[src/rtl/shift_pkg.sv]
// -----------------------------------------------------------------------------
// shift_pkg
//   Shared definitions for the shift-register family. This file holds the
//   operation-mode encodings, the burst FSM state encoding and a helper that
//   classifies which modes may run as multi-cycle bursts.
//
//   Contents:
//     MODE_*          3-bit operation select codes
//     ENC_IDLE/BUSY   FSM state encodings, also used as the enum values
//     state_t         FSM state type
//     is_burst_mode() 1 for the single-bit shift/rotate modes
// -----------------------------------------------------------------------------
package shift_pkg;

    localparam int MODE_W = 3;

    localparam logic [MODE_W-1:0] MODE_HOLD = 3'b000;
    localparam logic [MODE_W-1:0] MODE_LOAD = 3'b001;
    localparam logic [MODE_W-1:0] MODE_SHL  = 3'b010;
    localparam logic [MODE_W-1:0] MODE_SHR  = 3'b011;
    localparam logic [MODE_W-1:0] MODE_ROTL = 3'b100;
    localparam logic [MODE_W-1:0] MODE_ROTR = 3'b101;
    localparam logic [MODE_W-1:0] MODE_ASR  = 3'b110;
    localparam logic [MODE_W-1:0] MODE_RSVD = 3'b111;

    localparam logic [0:0] ENC_IDLE = 1'b0;
    localparam logic [0:0] ENC_BUSY = 1'b1;

    typedef enum logic [0:0] {
        ST_IDLE = ENC_IDLE,
        ST_BUSY = ENC_BUSY
    } state_t;

    // Only the single-bit shift/rotate operations are meaningful when
    // repeated; hold, load and the reserved code never start a burst.
    function automatic logic is_burst_mode(input logic [MODE_W-1:0] m);
        return (m == MODE_SHL)  || (m == MODE_SHR)  ||
               (m == MODE_ROTL) || (m == MODE_ROTR) ||
               (m == MODE_ASR);
    endfunction

endpackage

[src/rtl/shift_op.sv]
// -----------------------------------------------------------------------------
// shift_op
//   Combinational single-bit operation on a WIDTH-bit word. The parent
//   register uses one instance for both single-cycle operations and each step
//   of a burst.
//
//   Ports:
//     mode   in   3      operation select (shift_pkg MODE_* codes)
//     q      in   WIDTH  current register value
//     sin_l  in   1      bit entering the MSB on a logical right shift
//     sin_r  in   1      bit entering the LSB on a left shift
//     q_nxt  out  WIDTH  result of one operation
//
//   Load is not handled here because it needs the parallel data; hold, load
//   and reserved all return q unchanged and the parent substitutes d.
// -----------------------------------------------------------------------------
module shift_op
    import shift_pkg::*;
#(
    parameter int WIDTH = 8
) (
    input  logic [MODE_W-1:0] mode,
    input  logic [WIDTH-1:0]  q,
    input  logic              sin_l,
    input  logic              sin_r,
    output logic [WIDTH-1:0]  q_nxt
);

    always_comb begin
        q_nxt = q;
        case (mode)
            MODE_SHL:  q_nxt = {q[WIDTH-2:0], sin_r};
            MODE_SHR:  q_nxt = {sin_l, q[WIDTH-1:1]};
            MODE_ROTL: q_nxt = {q[WIDTH-2:0], q[WIDTH-1]};
            MODE_ROTR: q_nxt = {q[0], q[WIDTH-1:1]};
            // Arithmetic right shift replicates the sign bit.
            MODE_ASR:  q_nxt = {q[WIDTH-1], q[WIDTH-1:1]};
            default:   q_nxt = q;
        endcase
    end

endmodule

[src/rtl/shift_reg_univ.sv]
// -----------------------------------------------------------------------------
// shift_reg_univ
//   Universal shift register with single-cycle operations and a counted
//   burst mode. In IDLE, en applies one operation selected by mode. A start
//   with a shift/rotate mode latches mode and shamt and then repeats that
//   operation shamt times in BUSY, pulsing done for one cycle afterwards.
//
//   Handshake: start is a level sampled only in IDLE. It is accepted on any
//   edge where the FSM is IDLE and mode is a shift/rotate code; that includes
//   the cycle in which done is high, so bursts can run back-to-back. While
//   busy is high every control input except rst, sin_l and sin_r is ignored.
//
//   Ports:
//     clk        in   1      clock, rising edge
//     rst        in   1      synchronous active-high reset
//     en         in   1      single-cycle operation enable (IDLE only)
//     mode       in   3      operation select
//     d          in   WIDTH  parallel load data
//     sin_r      in   1      serial bit into the LSB on shl
//     sin_l      in   1      serial bit into the MSB on shr
//     start      in   1      burst request
//     shamt      in   CNT_W  burst length in single-bit operations
//     q          out  WIDTH  register contents
//     sout_l     out  1      q MSB
//     sout_r     out  1      q LSB
//     busy       out  1      burst in progress
//     done       out  1      one-cycle burst completion pulse
//     fsm_state  out  1      current FSM state, for observation
// -----------------------------------------------------------------------------
module shift_reg_univ
    import shift_pkg::*;
#(
    parameter int               WIDTH   = 8,
    parameter logic [WIDTH-1:0] RST_VAL = '0,
    parameter int               CNT_W   = $clog2(WIDTH) + 1
) (
    input  logic              clk,
    input  logic              rst,
    input  logic              en,
    input  logic [MODE_W-1:0] mode,
    input  logic [WIDTH-1:0]  d,
    input  logic              sin_r,
    input  logic              sin_l,
    input  logic              start,
    input  logic [CNT_W-1:0]  shamt,
    output logic [WIDTH-1:0]  q,
    output logic              sout_l,
    output logic              sout_r,
    output logic              busy,
    output logic              done,
    output state_t            fsm_state
);

    localparam logic [CNT_W-1:0] CNT_ONE = CNT_W'(1);

    state_t             state, state_nxt;
    logic [WIDTH-1:0]   q_reg, q_nxt;
    logic [CNT_W-1:0]   count, count_nxt;
    logic [MODE_W-1:0]  mode_lat, mode_lat_nxt;
    logic               done_reg, done_nxt;

    logic [MODE_W-1:0]  op_mode;
    logic [WIDTH-1:0]   op_q;
    logic               accept;

    // The shared operator sees the latched mode during a burst and the live
    // mode otherwise.
    always_comb begin
        op_mode = mode;
        if (state == ST_BUSY) begin
            op_mode = mode_lat;
        end
    end

    shift_op #(
        .WIDTH (WIDTH)
    ) u_op (
        .mode  (op_mode),
        .q     (q_reg),
        .sin_l (sin_l),
        .sin_r (sin_r),
        .q_nxt (op_q)
    );

    // A start with hold/load/reserved is not a burst and falls through to the
    // en path.
    assign accept = start && is_burst_mode(mode);

    always_ff @(posedge clk) begin
        if (rst) begin
            state    <= ST_IDLE;
            q_reg    <= RST_VAL;
            count    <= '0;
            mode_lat <= MODE_HOLD;
            done_reg <= 1'b0;
        end else begin
            state    <= state_nxt;
            q_reg    <= q_nxt;
            count    <= count_nxt;
            mode_lat <= mode_lat_nxt;
            done_reg <= done_nxt;
        end
    end

    always_comb begin
        state_nxt    = state;
        q_nxt        = q_reg;
        count_nxt    = count;
        mode_lat_nxt = mode_lat;
        done_nxt     = 1'b0;

        case (state)
            ST_IDLE: begin
                if (accept) begin
                    // q is left untouched on the accepting edge; the first
                    // operation happens on the following edge.
                    mode_lat_nxt = mode;
                    count_nxt    = shamt;
                    if (shamt != '0) begin
                        state_nxt = ST_BUSY;
                    end else begin
                        done_nxt = 1'b1;
                    end
                end else if (en) begin
                    if (mode == MODE_LOAD) begin
                        q_nxt = d;
                    end else begin
                        q_nxt = op_q;
                    end
                end
            end

            ST_BUSY: begin
                q_nxt     = op_q;
                count_nxt = count - CNT_ONE;
                if (count == CNT_ONE) begin
                    state_nxt = ST_IDLE;
                    done_nxt  = 1'b1;
                end
            end

            default: begin
                state_nxt = ST_IDLE;
            end
        endcase
    end

    assign q         = q_reg;
    assign sout_l    = q_reg[WIDTH-1];
    assign sout_r    = q_reg[0];
    assign busy      = (state == ST_BUSY);
    assign done      = done_reg;
    assign fsm_state = state;

endmodule

[config.mk]
export PLATFORM = sky130hd
export DESIGN_NAME = shift_reg_univ
export DESIGN_NICKNAME = d
export VERILOG_FILES = /design/src/rtl/shift_pkg.sv /design/src/rtl/shift_op.sv /design/src/rtl/shift_reg_univ.sv
export SDC_FILE = /design/constraint.sdc
export NUM_CORES = 1
export LEC_CHECK = 0
export BUFFER_PORTS_ARGS = -buffer_cell sky130_fd_sc_hd__buf_2
export CORE_MARGIN = 3
export CORE_UTILIZATION = 52
export DETAILED_ROUTE_END_ITERATION = 8
export HOLD_SLACK_MARGIN = 0.03
export PLACE_DENSITY = 0.81
export SYNTH_ARGS = -nofsm -noshare
export SYNTH_HDL_FRONTEND = slang
export SYNTH_HIERARCHICAL = 1
export SYNTH_SLANG_ARGS = --single-unit
[constraint.sdc]
create_clock -name clk -period 2.5 [get_ports clk]
set_input_delay 0.125 -clock clk [delete_from_list [all_inputs] [get_ports clk]]
set_output_delay 0.125 -clock clk [all_outputs]
set_load 0.005 [all_outputs]
==> qor.yml <==
status:
  outcome: "completed"
synth:
  yosys.area.top_type: "dfxtp_1"
  async_flop_share: 0
  syn_area_um2: 1300
  yosysUniqueCellTypes: 44
  synth.avg_cell_area_um2: 8.55
  ys_top_cells_by_area: "dfxtp_1 26%, mux2i_1 9.2%, nor2_1 7.2%, nand2_1 5.5%, a311oi_1 5.4%"
  synth_top_area_frac: 0.262
  synth_seq_cells: 17
  ys.flop_type: "dfxtp_1"
  synth_edf_count: 0
  netlist_instances: 152
  synth-warning-count: 6
  ys_seq_area_frac: 0.262
  syn-num-nets: 175
placement:
  io_buffers: 33
  gp_congestion: 0.871
  dpl.hpwl_um: 2290
worst_hold_path:
  hp-class: "in2reg"
  min_from: "d[1]"
  holdPathStages: 3
  hold_end: "q[1]$_SDFFE_PP0P_"
worst_setup_path:
  critPathSlowestCell: "mux2_2"
  cp_num_buf_inv: 0
  reg2reg_depth: 6
  regToRegSetupSlack_ns: 0.52
  r2r_start: "busy$_SDFF_PP0_"
  critPathTopFamily: "compound AO/OA/AOI/OAI gates"
  r2r_end: "q[0]$_SDFFE_PP0P_"
  start_kind: "register"
  worstSetupPathType: "reg2reg"
  worstPathCellList: "mux2_2 -> nand2b_1 -> a311o_1 -> o311ai_1 -> nand2_1 -> a311oi_1"
  cp.required_ns: 2.71
  path_max_fanout: 9
  critical_path_arrival_ns: 2.19
  end_kind: "register"
  critPathMaxStageDelay_ns: 0.48
clocking:
  cts_sinks: 17
  cts_tree: "done"
  clk_pin_slew_ns: 0.10
  cts_htree_levels: 1
  cts_resized: 0
  cts_buffer_depth: 2
  cts-root-buf: "clkbuf_4"
  worstSkewPairLatency_ns: 0.29
  cts_buffers: 3
  cts_hold_buffers: 0
  cts_setup_buffers: 0
cells_and_area:
  synthToLayoutAreaGrowth_pct: 8.85
  multi_input_area_um2: 822
  nFillCells: 207
  final_cell_mix: "33 x buf_2, 25 x nor2_1, 19 x nand2_1"
  final_common_cell: "buf_2"
  antenna_cells: 0
  regArea_um2: 340
  drive_gt1_frac: 0.267
  largest_reg_flops: 8
  nets: 200
route:
  drt-total-wl_um: 3090
  dr.pass1.iters: 4
  drc: 0
  drt-initial-drc-count: 83
  wire_per_inst_um: 15.2
  via_count: 1224
  detail-route-antenna-nets: 0
  avgViaCountPerCell: 6.00
grt:
  grt_pass1_vias: 1070
  grt_max_degree: 18
  track_usage: 0.200
  overflow: 0
  grt_pass1_wl_um: 5060
  antenna_found_initial: 0
power:
  clock_power_share: 0.200
  power.share.switching: 0.357
  p_per_area_nw_per_um2: 533
  power_switching_mw: 0.270
  internal-power_mw: 0.485
  power_frac_comb: 0.353
  seqPwrFrac: 0.447
  cellLeakagePower_nw: 0.604
  vdd_drop_max_v: 0.000370
die:
  initial_utilization: 0.566
  core_region_area_um2: 2300
  die_y_um: 56
  die-area_um2: 3140
  io_pins: 34
  die_w_um: 56
  rows: 17
sta:
  finClkSkew_ns: 0.00134
  worstMarginPinSlew_ns: 0.519
  slew_violations: 0
  finalSetupViolCount: 0
  period_needed_ns: 1.98
  holdWs_ns: 0.0838
  clock.fmax_mhz: 504
  hold_viol: 0
  fin_setup_tns_ns: 0
  slew_headroom: 0.653
  rsz0062_at_grt: "false"
  finalCritPeriodShare: 0.794
flow_run:
  drv_cap: 0
==> metrics by stage <==
step | total power [mW] | utilization | instances | cell area (µm²) | setup slack [ns]
after global routing | 0.799 | 0.616 | 204 | 1420 | 0.382
after CTS | 0.751 | 0.616 | 204 | 1420 | 0.511
after detailed placement | 0.607 | 0.605 | 200 | 1390 | 0.518
final | 0.755 | 0.616 | 204 | 1420 | 0.516
after floorplan | 0.553 | - | 152 | 1300 | 0.408
after global placement | 0.595 | 0.605 | 200 | 1390 | 0.612
==> worst max path at each step <==
stage / from / end / slack [ns] / cells after the start
detailed placement: busy$_SDFF_PP0_ / q[0]$_SDFFE_PP0P_ / 0.52 / 6
CTS: busy$_SDFF_PP0_ / q[0]$_SDFFE_PP0P_ / 0.51 / 6
global placement: busy$_SDFF_PP0_ / q[0]$_SDFFE_PP0P_ / 0.61 / 6
global route: busy$_SDFF_PP0_ / q[1]$_SDFFE_PP0P_ / 0.38 / 6
finish: busy$_SDFF_PP0_ / q[0]$_SDFFE_PP0P_ / 0.52 / 6
floorplan: busy$_SDFF_PP0_ / q[0]$_SDFFE_PP0P_ / 0.41 / 8
==> Yosys cell counts, types with 2 or more instances <==
cell,n
a211o_1,2
a211oi_1,2
a21oi_1,8
a221o_1,5
a311oi_1,8
buf_4,5
buf_6,4
clkbuf_1,2
dfxtp_1,17
ha_1,2
inv_1,5
mux2_2,3
mux2i_1,12
nand2_1,19
nand2b_1,2
nand3b_1,3
nor2_1,25
nor3b_1,2
==> final cells by class <==
class                           instances  share of cell area
Inverter                                5              0.0133
Tap cell                               28              0.0248
Clock buffer                            4              0.0186
Sequential cell                        17               0.240
Multi-Input combinational cell        116               0.581
Timing Repair Buffer                   34               0.122
==> kinds of logic after synthesis <==
group / synth area share
AO/OA/AOI/OAI: 0.227
XOR/XNOR: 0.0212
adder cells (fa/ha/maj): 0.0192
buffers and inverters: 0.106
flip-flops: 0.262
multiplexers: 0.118
AND/OR/NAND/NOR: 0.246
==> metal layers <==
layer / vias to the layer above / share of wire / GRT usage
met5: - / 0 / 0
met4: 0 / 0.015 / 0.0983
met3: 4 / 0.074 / 0.0464
met2: 46 / 0.45 / 0.274
met1: 575 / 0.46 / 0.287
li1: 599 / - / -
==> power groups by stage <==
| stage | logic (mW) | registers [mW] | clock network [mW] |
|---|---|---|---|
| floorplan | 0.219 | 0.334 | 0 |
| global placement | 0.255 | 0.340 | 0 |
| detailed placement | 0.263 | 0.343 | 0 |
| CTS | 0.264 | 0.337 | 0.150 |
| global route | 0.295 | 0.343 | 0.160 |
| finish | 0.267 | 0.338 | 0.151 |
==> worst min-delay path: cells and delay by family <==
kind,cells,cell delay (ns)
buf+inv,1,0.09
simple gates,1,0.04
compound gates,1,0.07
Note: power is estimated with default switching activity, not from simulation.
